===== src/rtl/fpu_div_arbiter.sv =====
// Round-robin front end sharing one iterative mantissa divider among NREQ requesters.
// Optional watchdog abort of a stalled divide is compiled in with `define DIV_TIMEOUT_EN.
module fpu_div_arbiter #(
  parameter int N       = 24,
  parameter int NREQ    = 2,
  parameter int TIMEOUT = 64,
  localparam int IDW    = (NREQ > 1) ? $clog2(NREQ) : 1
) (
  input  logic              clk,
  input  logic              rstn,
  input  logic [NREQ-1:0]   req_valid,
  output logic [NREQ-1:0]   req_ready,
  input  logic [NREQ*N-1:0] req_num1,
  input  logic [NREQ*N-1:0] req_num2,
  output logic              rsp_valid,
  input  logic              rsp_ready,
  output logic [IDW-1:0]    rsp_id,
  output logic [N:0]        rsp_quotient,
  output logic [N:0]        rsp_remainder,
  output logic              rsp_normalize,
  output logic              rsp_dbz,
  output logic              rsp_timeout,
  output logic              div_start,
  output logic [N-1:0]      div_num1,
  output logic [N-1:0]      div_num2,
  input  logic              div_done,
  input  logic [N:0]        div_quotient,
  input  logic [N:0]        div_remainder,
  input  logic              div_normalize
);

  if (NREQ < 2 || NREQ > 8 || TIMEOUT < 1) begin : g_param_check
    $error("fpu_div_arbiter: NREQ must be 2..8 and TIMEOUT positive");
  end

  typedef enum logic [1:0] {IDLE, LAUNCH, WAIT, RESP} state_t;

  state_t         state, state_d;
  logic [IDW-1:0] ptr;
  logic [IDW-1:0] grant;
  logic           grant_ok;
  logic [N-1:0]   sel_num1, sel_num2;
  logic           wd_expire;

  // Rotating priority search starting at ptr.
  always_comb begin : arb
    int idx;
    grant_ok = 1'b0;
    grant    = '0;
    idx      = 0;
    for (int i = 0; i < NREQ; i++) begin
      idx = int'(ptr) + i;
      if (idx >= NREQ) idx = idx - NREQ;
      if (!grant_ok && req_valid[idx]) begin
        grant_ok = 1'b1;
        grant    = IDW'(idx);
      end
    end
  end

  assign sel_num1 = req_num1[grant*N +: N];
  assign sel_num2 = req_num2[grant*N +: N];

  always_comb begin
    req_ready = '0;
    if (state == IDLE && grant_ok) req_ready[grant] = 1'b1;
  end

  assign div_start = (state == LAUNCH);
  assign rsp_valid = (state == RESP);

`ifdef DIV_TIMEOUT_EN
  localparam int CW = $clog2(TIMEOUT + 1);
  logic [CW-1:0] wd_cnt;
  logic          timeout_q;

  always_ff @(posedge clk or negedge rstn) begin
    if (!rstn)                wd_cnt <= '0;
    else if (state == LAUNCH) wd_cnt <= '0;
    else if (state == WAIT)   wd_cnt <= wd_cnt + 1'b1;
  end

  // Expires on the TIMEOUT-th WAIT cycle; a done in that same cycle still wins.
  assign wd_expire   = (wd_cnt == CW'(TIMEOUT - 1));
  assign rsp_timeout = timeout_q;
`else
  assign wd_expire   = 1'b0;
  assign rsp_timeout = 1'b0;
`endif

  always_ff @(posedge clk or negedge rstn) begin
    if (!rstn) state <= IDLE;
    else       state <= state_d;
  end

  always_comb begin
    state_d = state;
    unique case (state)
      IDLE:    if (grant_ok) state_d = (sel_num2 == '0) ? RESP : LAUNCH;
      LAUNCH:  state_d = WAIT;
      WAIT:    if (div_done || wd_expire) state_d = RESP;
      RESP:    if (rsp_ready) state_d = IDLE;
      default: state_d = IDLE;
    endcase
  end

  always_ff @(posedge clk or negedge rstn) begin
    if (!rstn) begin
      ptr           <= '0;
      rsp_id        <= '0;
      div_num1      <= '0;
      div_num2      <= '0;
      rsp_quotient  <= '0;
      rsp_remainder <= '0;
      rsp_normalize <= 1'b0;
      rsp_dbz       <= 1'b0;
`ifdef DIV_TIMEOUT_EN
      timeout_q     <= 1'b0;
`endif
    end else begin
      if (state == IDLE && grant_ok) begin
        div_num1 <= sel_num1;
        div_num2 <= sel_num2;
        rsp_id   <= grant;
        // Zero divisor answers immediately without touching the core.
        if (sel_num2 == '0) begin
          rsp_quotient  <= '1;
          rsp_remainder <= '0;
          rsp_normalize <= 1'b0;
          rsp_dbz       <= 1'b1;
`ifdef DIV_TIMEOUT_EN
          timeout_q     <= 1'b0;
`endif
        end
      end
      if (state == WAIT) begin
        if (div_done) begin
          rsp_quotient  <= div_quotient;
          rsp_remainder <= div_remainder;
          rsp_normalize <= div_normalize;
          rsp_dbz       <= 1'b0;
`ifdef DIV_TIMEOUT_EN
          timeout_q     <= 1'b0;
        end else if (wd_expire) begin
          rsp_quotient  <= '0;
          rsp_remainder <= '0;
          rsp_normalize <= 1'b0;
          rsp_dbz       <= 1'b0;
          timeout_q     <= 1'b1;
`endif
        end
      end
      if (state == RESP && rsp_ready)
        ptr <= (rsp_id == IDW'(NREQ - 1)) ? '0 : rsp_id + 1'b1;
    end
  end

endmodule

===== config.mk =====
export PLATFORM = sky130hd
export DESIGN_NAME = fpu_div_arbiter
export DESIGN_NICKNAME = d
export VERILOG_FILES = /design/src/rtl/fpu_div_arbiter.sv
export SDC_FILE = /design/constraint.sdc
export NUM_CORES = 1
export LEC_CHECK = 0
export CAP_MARGIN = 20
export CORE_ASPECT_RATIO = 0.9
export CORE_MARGIN = 2
export CORE_UTILIZATION = 42
export DETAILED_ROUTE_END_ITERATION = 7
export PLACE_DENSITY = 0.86
export SYNTH_ARGS = -nofsm -noshare
export SYNTH_HDL_FRONTEND = slang
export SYNTH_SLANG_ARGS = --single-unit

===== constraint.sdc =====
create_clock -name clk -period 3.9 [get_ports clk]
set_input_delay 0.78 -clock clk [delete_from_list [all_inputs] [get_ports clk]]
set_output_delay 0.78 -clock clk [all_outputs]
set_load 0.02 [all_outputs]

* After elaboration in Yosys (flattened, before gate mapping) *
Index checks and enable logic that the tools add are counted.

word-level totals
  register bits after elaboration = 104
  latch bits = 0
  memory bits (writable) = 0
  bits in read-only memories = 0
  input port bits = 153
  logic and storage cells = 73
  memories = 0

cells by class
  add/subtract/negate cells = 4
  multiply operators = 1
  div/mod/pow operators = 0
  order comparisons = 6
  equal/unequal tests = 6
  shifts and indexed selects = 2
  mux-type cells = 37
  bitwise operators = 0
  reduce and logical (&&, ||, !) cells = 8

operator list
  kind                   count
  $mux W25               8
  $shiftx A48 B7 Y24     2
  $lt A32 B3 Y1 const B  2
  $mux W32               2
  $logic_not A24 Y1      1
  $mux W1                20
  $mux W2                5
  $pmux W2 S4            1
  $eq A2 B2 Y1 const B   2
  $logic_and A1 B1 Y1    4
  $ne A2 B2 Y1 const B   2
  $mul A1 B2 Y3 const B  1
  $reduce_and A3 Y1      1
  $sub A1 B2 Y3 const B  1
  $sub A2 B2 Y3 const B  1
  $add A1 B1 Y2 const B  1
  $eq A2 B1 Y1 const B   1
  $ge A1 B2 Y1 const B   1
  $ge A2 B2 Y1 const B   1
  $logic_not A2 Y1       1
  $lt A1 B2 Y1 const B   1
  $ne A2 B1 Y1 const B   1
  $add A1 B1 Y1 const B  1
  $demux W1 S1           1
  other kinds (2)        2

* Longest topological paths before layout *
Gate-level depths: netlist of the first run.

  word-level depth = 16
  mapped depth = 7
  depth with buffers taken out = 5

* Least setup slack after synthesis of the first run *
OpenSTA, ideal clock, no wires.

  kind = input to output
  start point = input port req_valid[1]
  end point = output port req_ready[0]
  data arrival time = 1.759 ns
  data required time = 3.120 ns
  path slack = 1.361 ns
  cell stages on the path = 4
  buffers on the path = 2
  path through = o21ai_0 -> clkbuf_1 -> clkbuf_1 -> nor2_1

on the way
  cells in the longest elaborated chain, start to end = 12
  elaborated cells on any way between the ends = 19
  classes of those cells = 2 x order compare; 13 x mux; 4 x reduce/logical

ends and longest elaborated chain
  element                                                             RTL line  source
  start, declared                                                     11        input logic [NREQ-1:0] req_valid,
  $mux W1 (implied by the code) (3 in series)                         54        if (!grant_ok && req_valid[idx]) begin
  $mux W1                                                             54
  $logic_not A1 Y1                                                    54
  $logic_and A1 B1 Y1                                                 54
  $mux W1                                                             54
  $lt A1 B2 Y1 (implied by the code) or $ge A1 B1 Y1 (tied branches)  66        if (state == IDLE && grant_ok) req_ready[grant] = 1'b1;
  $logic_and A1 B1 Y1 (implied by the code)                           66
  $mux W1 (implied by the code)                                       66
  $demux W1 S1                                                        66
  $mux W2 (*)                                                         66
  end, declared                                                       12        output logic [NREQ-1:0] req_ready,

Every way passes the cells marked *; elsewhere a longest branch is shown, timed or not. The select of a mux whose other input is x is not followed.

* Worst setup path in the final report of the first run *
  start point = input port req_valid[0]
  end point = output port req_ready[0]

The elaborated chain is that of the path after synthesis.

==> run_results.csv, run 1 <==
group,metric,value,unit
run_status,status,"finished clean",
cts,clk_pin_slew_worst_paths,0.07,ns
die,start_util,43.30,%
synth,ys.flop_type,"dfrtp_1",
die,top_level_ports,259,
timing,rsz0062_at_grt,"no",
route,via_per_inst,5.219,
cts,cts_tree,"built",
worst_setup_path,cp_slowest_stage_delay,0.66,ns
route,post-route-drc-count,0,
timing,max_freq,306.3,MHz
cts,clockBufferDepth,2,
worst_setup_path,path_cells,"clkdlybuf4s50_1 -> nand2b_1 -> and2_1 -> nor2_1 -> clkdlybuf4s50_1",
timing,fin_crit,3.265,ns
layout,syn2layout_area_growth,63.96,%
die,die_h,104.4,um
layout,seqCellArea,0.002603,sq mm
cts,insertion_delay,0.33,ns
synth,synth-seq-cells,104,
layout,drive_above_1_share,4.832,%
layout,final_cell_area,0.007707,sq mm
worst_setup_path,path_class,"primary input to output pin",
layout,final_nets,837,
die,fp.dieW,115.5,um
cts,ctsResizeCount,0,
worst_setup_path,timing.rr.start,"state[1]$_DFFE_PN0P_",
synth,synth_warnings,0,
route,route.vias.total,4358,
grt,globalRoute.totalOverflow,0,
cts,ctsHoldBuffers,0,
worst_setup_path,critPathCapture,"req_ready[0]",
route,drt-wirelength-per-cell,17.65,um
worst_setup_path,r2r_cells,6,
place,portBuffers,257,
timing,setup_viol,0,
synth,yosysSeqAreaShare,55.36,%
worst_setup_path,regToRegEndpoint,"rsp_remainder[15]$_DFF_PN0_",
cts,postCtsSetupBuffers,0,
pwr,powerDensity,769.5,mW/mm^2
job,cap_violations,0,
layout,multi_input_area,0.001948,sq mm
die,core-area,0.01086,sq mm
worst_setup_path,worstSetupStartpointType,"primary input",
route,wl,14740,um
timing,setup_ws,0.6350,ns
worst_hold_path,hold_path_class,"primary input to asynchronous set/reset pin",
place,pre_cts_ws,0.6388,ns
route,ant_nets,0,
worst_setup_path,cpMaxStageDelayCell,"clkdlybuf4s50_1",
pwr,p_leak,0.003528,uW
cts,cts_root_buffer,"clkbuf_16",
worst_setup_path,critPathLaunch,"req_valid[0]",
layout,diodes,0,
synth,syn_area,0.004701,sq mm
worst_setup_path,cp_data_arrival_time,2.48,ns
die,num_rows,36,
worst_setup_path,r2r_setup_slack,1.37,ns
die,die_area,0.01206,sq mm
timing,slew_viol_final,0,
cts,ctsHtreeMaxLevel,3,
grt,grt_pass1_vias,4487,
grt,grt_pass1_wl,22760,um
grt,antenna_found_initial,0,
layout,fillCellCount,789,
synth,syn_area_per_cell,10.88,sq um
timing,max_slew_margin,26.05,%
synth,syn_inst,432,
timing,min_period_over_period,83.72,%
place,place_congestion,0.8560,
worst_setup_path,critPathCaptureType,"output pin",
grt,grt_start_max_net_pins,76,
timing,worst_slew_pin_slew,1.109,ns
timing,hold_violations,0,
place,dpl.hpwl,11320,um
synth,synth.distinct_cells,29,
grt,track_usage,24.02,%
pwr,ir_worst_vdd,0.3657,mV
synth,synth_nets,590,
worst_setup_path,cp_common_cell,"clkdlybuf4s50_1",
cts,clock_sinks,104,
cts,cts_made_buffers,9,
timing,clock_skew,0.01396,ns
route,drtPass1Iterations,6,
route,drtIter0Drc,214,
place,placed_area,0.007405,sq mm
worst_setup_path,cp_max_fo,5,
synth,synthArstFlopShare,100.0,%
synth,synth-edff-count,0,
timing,fin_tns_setup,0,ns
worst_setup_path,critical_path_required,3.12,ns
through the flow:
stage               total power [uW]  util, %  hold WS (ns)  cells
floorplan                       3459        -        0.4844    432
global placement                4937    68.21        0.4606    820
detailed placement              5071    68.21        0.4694    820
CTS                             5987    71.00        0.4292    835
global route                    6290    71.00        0.4436    835
finish                          5931    71.00        0.4148    835
Yosys cell counts (2+ instances only):
cell type,instances,area share (%)
or4_1,2,0.32
nand2b_1,2,0.27
inv_1,5,0.40
buf_2,2,0.21
buf_1,4,0.32
ha_1,5,1.3
o21ai_0,58,6.2
clkbuf_1,20,1.6
dfrtp_1,104,55
nand2_1,52,4.2
o21ai_1,19,2.0
mux2i_1,75,16
a21oi_1,29,3.1
buf_6,4,0.96
nand4_1,3,0.40
nor4_1,10,1.3
a22oi_1,24,3.8
nor2_1,3,0.24
layout make-up:
class,count,share of cell area [%]
multi-input combinational,292,25.28
clock inverter,6,1.006
tap,152,2.468
sequential,104,33.77
timing repair buffer,267,34.32
clock buffer,9,2.922
inverter,5,0.2435
worst min-delay path by stage:
stage                                  start                           to
finish                                  rstn  rsp_remainder[19]$_DFF_PN0_
global route                            rstn  rsp_remainder[23]$_DFF_PN0_
CTS                                     rstn  rsp_remainder[19]$_DFF_PN0_
detailed placement  div_num2[15]$_DFFE_PN0P_     div_num2[15]$_DFFE_PN0P_
global placement    div_num1[16]$_DFFE_PN0P_     div_num1[16]$_DFFE_PN0P_
floorplan                               rstn      div_num1[0]$_DFFE_PN0P_
routing by layer:
metal  vias to the layer above  global-route usage, %  routed length [um]
met4                         0                  6.885                 323
met1                      2083                  27.36                5632
li1                       2057                      -                   -
met2                       191                  42.69                7509
met5                         -                      0                   0
met3                        27                  7.576                1271
kinds of logic after synthesis:
group	Yosys count	share of synthesized area (%)
adder cells (fa/ha/maj)	5	1.331
AO/OA/AOI/OAI	137	16.61
buffers and inverters	36	3.646
multiplexers	75	15.97
other	1	0.07977
flip-flops	104	55.36
AND/OR/NAND/NOR	74	7.000
state kept, by name (all words and copies together) (netlist names):
name,count
div_num2,24
ptr,1
rsp_dbz,1
rsp_normalize,1
rsp_id,1
rsp_remainder,25
div_num1,24
rsp_quotient,25
state,2
layout by cell type, fill, tap and decap left out, types with 2 or more instances in the layout:
cell	count
a22oi_1	24
nor2_1	3
nand4_1	3
buf_4	11
clkdlybuf4s50_1	256
ha_1	5
a21oi_1	27
dfrtp_1	104
mux2i_1	75
inv_1	5
o21ai_1	19
clkinv_4	2
nand2b_1	2
a21oi_2	2
o21ai_0	57
inv_8	2
or4_1	2
nor4_1	10
clkbuf_16	9
nand2_1	51
power breakdown:
| group | switching [uW] | leakage, uW | internal, uW |
|---|---|---|---|
| clock | 406 | 0.000146 | 506 |
| sequential | 293 | 0.00127 | 1610 |
| combinational | 1670 | 0.00212 | 1440 |
| total | 2370 | 0.00353 | 3560 |
critical path: cells and delay by family:
kind                   cells  cell delay (ns)
buffers and inverters      2             1.21
and+or+nand+nor            3             0.49
Power figures use the tool's default switching activity.
==> run 2, diff against run 1 <==
CORE_UTILIZATION = 39   (was 42)
PLACE_DENSITY = 0.81   (was 0.86)
clock period = 3.4 ns   (was 3.9 ns; I/O delays follow)
==> run 2 against run 1 <==
  * Clock power grew 9.1%
  * Utilization is 6.0 points lower
  * Combinational power rose by 14%
  * Setup slack got worse by 0.31 ns
  * Hold slack worse by 0.12 ns
  * Non-clock buffer count stayed put
  * Clock skew down 0.0050 ns
  * Sequential share of layout area is 0.093 points lower
  * Design area rose by 0.28%
  * Sequential power is 15% higher
  * Via count decreased by 1.2%
  * Total power increased by 14%
==> run_results.csv, run 2 (same netlist as run 1, synthesis figures left out) <==
group,metric,value,unit
worst_setup_path,critical_path_required,2.72,ns
route,route.vias.total,4306,
timing,clock_skew,0.008961,ns
worst_setup_path,path_class,"primary input to output pin",
die,die_h,108.2,um
layout,final_nets,837,
place,place_congestion,0.8173,
worst_setup_path,worstSetupStartpointType,"primary input",
route,ant_nets,0,
worst_setup_path,r2r_cells,7,
cts,ctsHtreeMaxLevel,3,
layout,diodes,0,
cts,cts_made_buffers,9,
die,fp.dieW,119.7,um
worst_setup_path,critPathCaptureType,"output pin",
job,cap_violations,0,
place,portBuffers,257,
timing,rsz0062_at_grt,"no",
layout,final_cell_mix,"256 x clkdlybuf4s50_1, 104 x dfrtp_1, 75 x mux2i_1, 57 x o21ai_0, 51 x nand2_1",
worst_setup_path,cp_max_fo,5,
worst_setup_path,cp_data_arrival_time,2.40,ns
route,drt-wirelength-per-cell,16.57,um
cts,ctsResizeCount,0,
grt,grt_pass1_wl,22070,um
cts,postCtsSetupBuffers,0,
cts,cts_tree,"built",
worst_setup_path,r2r_setup_slack,1.24,ns
layout,layout_commonest_cell,"clkdlybuf4s50_1",
timing,fin_crit,3.079,ns
worst_setup_path,timing.rr.start,"state[1]$_DFFE_PN0P_",
timing,max_slew_margin,52.25,%
timing,max_freq,324.8,MHz
pwr,ir_worst_vdd,0.4040,mV
layout,drive_above_1_share,4.825,%
place,dp_cells,827,
route,post-route-drc-count,0,
pwr,p_leak,0.003541,uW
route,drtIter0Drc,219,
grt,globalRoute.totalOverflow,0,
timing,slew_viol_final,0,
grt,track_usage,21.57,%
timing,hold_violations,0,
route,wl,13980,um
cts,insertion_delay,0.33,ns
die,start_util,39.55,%
run_status,status,"finished clean",
layout,final_cell_area,0.007729,sq mm
route,via_per_inst,5.102,
worst_hold_path,hold_path_class,"primary input to asynchronous set/reset pin",
die,die_area,0.01295,sq mm
layout,reg_top3,"rsp_quotient x25, rsp_remainder x25",
cts,clk_pin_slew_worst_paths,0.07,ns
die,core-area,0.01189,sq mm
cts,clockBufferDepth,2,
cts,clock_sinks,104,
grt,grt_pass1_vias,4360,
place,placed_area,0.007412,sq mm
layout,fin_cells,844,
grt,antenna_found_initial,0,
timing,fin_tns_setup,0,ns
timing,setup_viol,0,
die,num_rows,38,
cts,ctsHoldBuffers,0,
pwr,powerDensity,872.6,mW/mm^2
timing,hold_ws,0.2962,ns
timing,min_period_over_period,90.55,%
layout,syn2layout_area_growth,64.41,%
die,top_level_ports,259,
cts,cts_root_buffer,"clkbuf_16",
place,dpl.hpwl,10540,um
grt,grt_start_max_net_pins,85,
route,drtPass1Iterations,4,
timing,worst_slew_pin_slew,0.7163,ns
worst_setup_path,regToRegEndpoint,"rsp_quotient[3]$_DFF_PN0_",
run 2: layout make-up:
class                           count  area, sq um
Clock buffer                       11        242.7
Clock inverter                      5        46.29
Fill cell                         922         4158
Inverter                            5        18.77
Multi-Input combinational cell    292         1953
Sequential cell                   104         2603
Tap cell                          160        200.2
Timing Repair Buffer              267         2665
run 2: worst max path at each step:
stage / end / cells after the start / start
2_1_floorplan: req_ready[0] / 4 / req_valid[1]
3_3_place_gp: req_ready[0] / 5 / req_valid[0]
5_1_grt: req_ready[1] / 5 / state[1]$_DFFE_PN0P_
6_report: req_ready[0] / 5 / req_valid[0]
3_5_place_dp: req_ready[0] / 5 / req_valid[0]
4_1_cts: req_ready[1] / 5 / state[1]$_DFFE_PN0P_
run 2: through the flow:
step           total power [uW]  util [%]  setup WS (ns)
5_1_grt                    7186     65.02         0.1405
4_1_cts                    6819     64.79         0.2796
3_5_place_dp               5801     62.36         0.3260
6_report                   6744     65.02         0.3212
3_3_place_gp               5678     62.36         0.3569
2_1_floorplan              3968         -          1.061
run 2: critical path, cell delays in order:
cell	delay (ns)
clkdlybuf4s50_1	0.57
nand2b_1	0.17
and2_1	0.21
nor2_1	0.12
clkdlybuf4s50_1	0.66
run 2: layer usage:
layer | up-vias | GRT usage [%] | part of all wire, %
li1 | 2047 | - | -
met1 | 2065 | 25.51 | 40
met2 | 182 | 39.02 | 51
met3 | 12 | 6.329 | 7.9
met4 | 0 | 4.790 | 1.1
met5 | - | 0 | 0
run 2: report_power, final:
part	internal (uW)	switching, uW	leakage (uW)
logic	1660	1890	0.00213
clock network	531	464	0.000143
registers	1850	343	0.00127
total	4040	2700	0.00354
==> run 3, diff against run 2 <==
GPL_TIMING_DRIVEN = 0   (was not set)
==> run 3 against run 2 <==
  * Sequential cell count is the same
  * Critical path type unchanged
  * Wire length up 7.4%
  * Global-route usage grew 1.6 points
  * Register-to-register slack got worse by 0.33 ns
  * Critical endpoint unchanged
  * Largest cell class unchanged
  * Largest power group unchanged
==> run_results.csv, run 3 (same netlist as run 1, synthesis figures left out) <==
group,metric,value,unit
cts,clockBufferDepth,2,
job,cap_violations,0,
layout,seqCellArea,0.002603,sq mm
die,num_rows,38,
cts,clk_pin_slew_worst_paths,0.06,ns
cts,ctsHoldBuffers,0,
worst_setup_path,critical_path_required,2.72,ns
timing,max_freq,301.2,MHz
pwr,p_clk_share,15.5,%
die,start_util,39.55,%
cts,postCtsSetupBuffers,0,
timing,hold_ws,0.4021,ns
worst_setup_path,r2r_setup_slack,0.91,ns
worst_setup_path,critical_path.top_delay_family,"buffers and inverters",
pwr,ir_worst_vdd,0.5333,mV
worst_setup_path,r2r_cells,7,
grt,grt_pass1_wl,23380,um
timing,setup_viol,0,
cts,cts_made_buffers,9,
pwr,powerDensity,878.0,mW/mm^2
cts,insertion_delay,0.34,ns
worst_setup_path,cpMaxStageDelayCell,"clkdlybuf4s50_1",
place,pre_cts_ws,-0.3921,ns
die,top_level_ports,259,
grt,track_usage,23.16,%
timing,clock_skew,0.005036,ns
worst_setup_path,worstSetupStartpointType,"primary input",
layout,fillCellCount,944,
grt,globalRoute.totalOverflow,0,
timing,rsz0062_at_grt,"yes",
layout,multi_input_area,0.001931,sq mm
cts,ctsHtreeMaxLevel,3,
grt,grt_start_max_net_pins,58,
worst_hold_path,hold_path_class,"primary input to asynchronous set/reset pin",
timing,setup_ws,0.07946,ns
layout,syn2layout_area_growth,65.93,%
timing,worst_slew_pin_slew,0.7453,ns
pwr,swShare,39.72,%
pwr,pwr-share-seq,32.0,%
worst_setup_path,cp_data_arrival_time,2.64,ns
cts,cts_root_buffer,"clkbuf_16",
route,drtIter0Drc,266,
grt,grt_pass1_vias,4596,
pwr,finalPower,6848,uW
die,die_area,0.01295,sq mm
worst_setup_path,path_cells,"clkdlybuf4s50_1 -> nand2b_1 -> and2_2 -> clkbuf_1 -> nor2_1 -> clkdlybuf4s50_1",
layout,final_core_util,65.62,%
timing,hold_violations,0,
layout,reg_top3,"rsp_quotient x25, rsp_remainder x25",
worst_setup_path,critPathCaptureType,"output pin",
layout,final_cell_mix,"256 x clkdlybuf4s50_1, 104 x dfrtp_1, 75 x mux2i_1, 58 x o21ai_0, 51 x nand2_1",
pwr,p_sw,2720,uW
run_status,status,"finished clean",
worst_setup_path,timing.rr.start,"state[1]$_DFFE_PN0P_",
route,drtPass1Iterations,5,
route,wl,15020,um
timing,min_period_over_period,97.66,%
worst_setup_path,path_class,"primary input to output pin",
grt,antenna_found_initial,0,
timing,slew_viol_final,0,
worst_setup_path,cp_max_fo,10,
route,drt-wirelength-per-cell,17.38,um
die,die_h,108.2,um
worst_setup_path,cp_common_cell,"clkdlybuf4s50_1",
worst_setup_path,cp_slowest_stage_delay,0.61,ns
route,route.vias.total,4464,
layout,final_nets,857,
route,post-route-drc-count,0,
place,portBuffers,257,
place,place_congestion,0.8351,
die,core-area,0.01189,sq mm
pwr,p_int,4128,uW
route,via_per_inst,5.167,
die,fp.dieW,119.7,um
layout,drive_above_1_share,3.977,%
layout,diodes,0,
layout,layout_commonest_cell,"clkdlybuf4s50_1",
route,ant_nets,0,
cts,ctsResizeCount,2,
worst_setup_path,regToRegEndpoint,"rsp_remainder[11]$_DFF_PN0_",
place,dpl.hpwl,11650,um
timing,max_slew_margin,50.32,%
pwr,comb_power_share,52.5,%
pwr,p_leak,0.003555,uW
cts,cts_tree,"built",
timing,fin_crit,3.321,ns
worst_setup_path,worst-path-buf-inv,3,
cts,clock_sinks,104,
## run 3: cell types whose count changed in the layout (fill, tap and decap cells not counted), sizes merged
cell,delta
clkinv,-2
bufinv,+1
inv,-3
buf,+2
clkinvlp,+1
clkbuf,+21
## run 3: how the worst max path moves through the flow
stage,end,cells after the start,startpoint
final,req_ready[0],6,req_valid[0]
after global routing,req_ready[0],5,req_valid[1]
after CTS,req_ready[1],6,req_valid[0]
after detailed placement,req_ready[0],6,req_valid[1]
after global placement,div_num1[18]$_DFFE_PN0P_,1,rstn
after floorplan,req_ready[0],4,req_valid[1]
## run 3: stage by stage
step	TNS [ns]	cell area, sq um	std cells
5_1_grt	-0.01902	7800	864
4_1_cts	0	7795	864
2_1_floorplan	0	4701	432
3_3_place_gp	-220.87	7473	849
3_5_place_dp	-0.3921	7498	850
6_report	0	7800	864
## run 3: layer usage
metal  vias up  global-route usage, %  wire [um]
met5         -                      0          0
met4         0                  7.143        211
met3        19                  6.013       1203
met2       206                  41.31       7652
met1      2145                  27.59       5953
li1       2094                      -          -
## run 3: power groups by stage
stage	logic (uW)	registers, uW	clock network, uW
2_1_floorplan	1060	2900	0
3_3_place_gp	3550	2180	0
3_5_place_dp	3630	2210	0
4_1_cts	3640	2190	1080
5_1_grt	3870	2260	1130
6_report	3600	2190	1060
## run 3: area by class of cell
cell class | count | share of cell area [%]
clock inverter | 2 | 0.4812
timing repair buffer | 258 | 33.30
sequential | 104 | 33.37
inverter | 5 | 0.2406
multi-input combinational | 292 | 24.75
clock buffer | 14 | 3.385
buffer | 29 | 1.909
tap | 160 | 2.567
## run 3: worst reg2reg max path: cells and delay by family (launching register included)
kind	cells	cell delay, ns
adders and majority gates	1	0.23
buffers and inverters	3	0.84
AOI/OAI and AO/OA	3	0.89
DFF	1	0.40
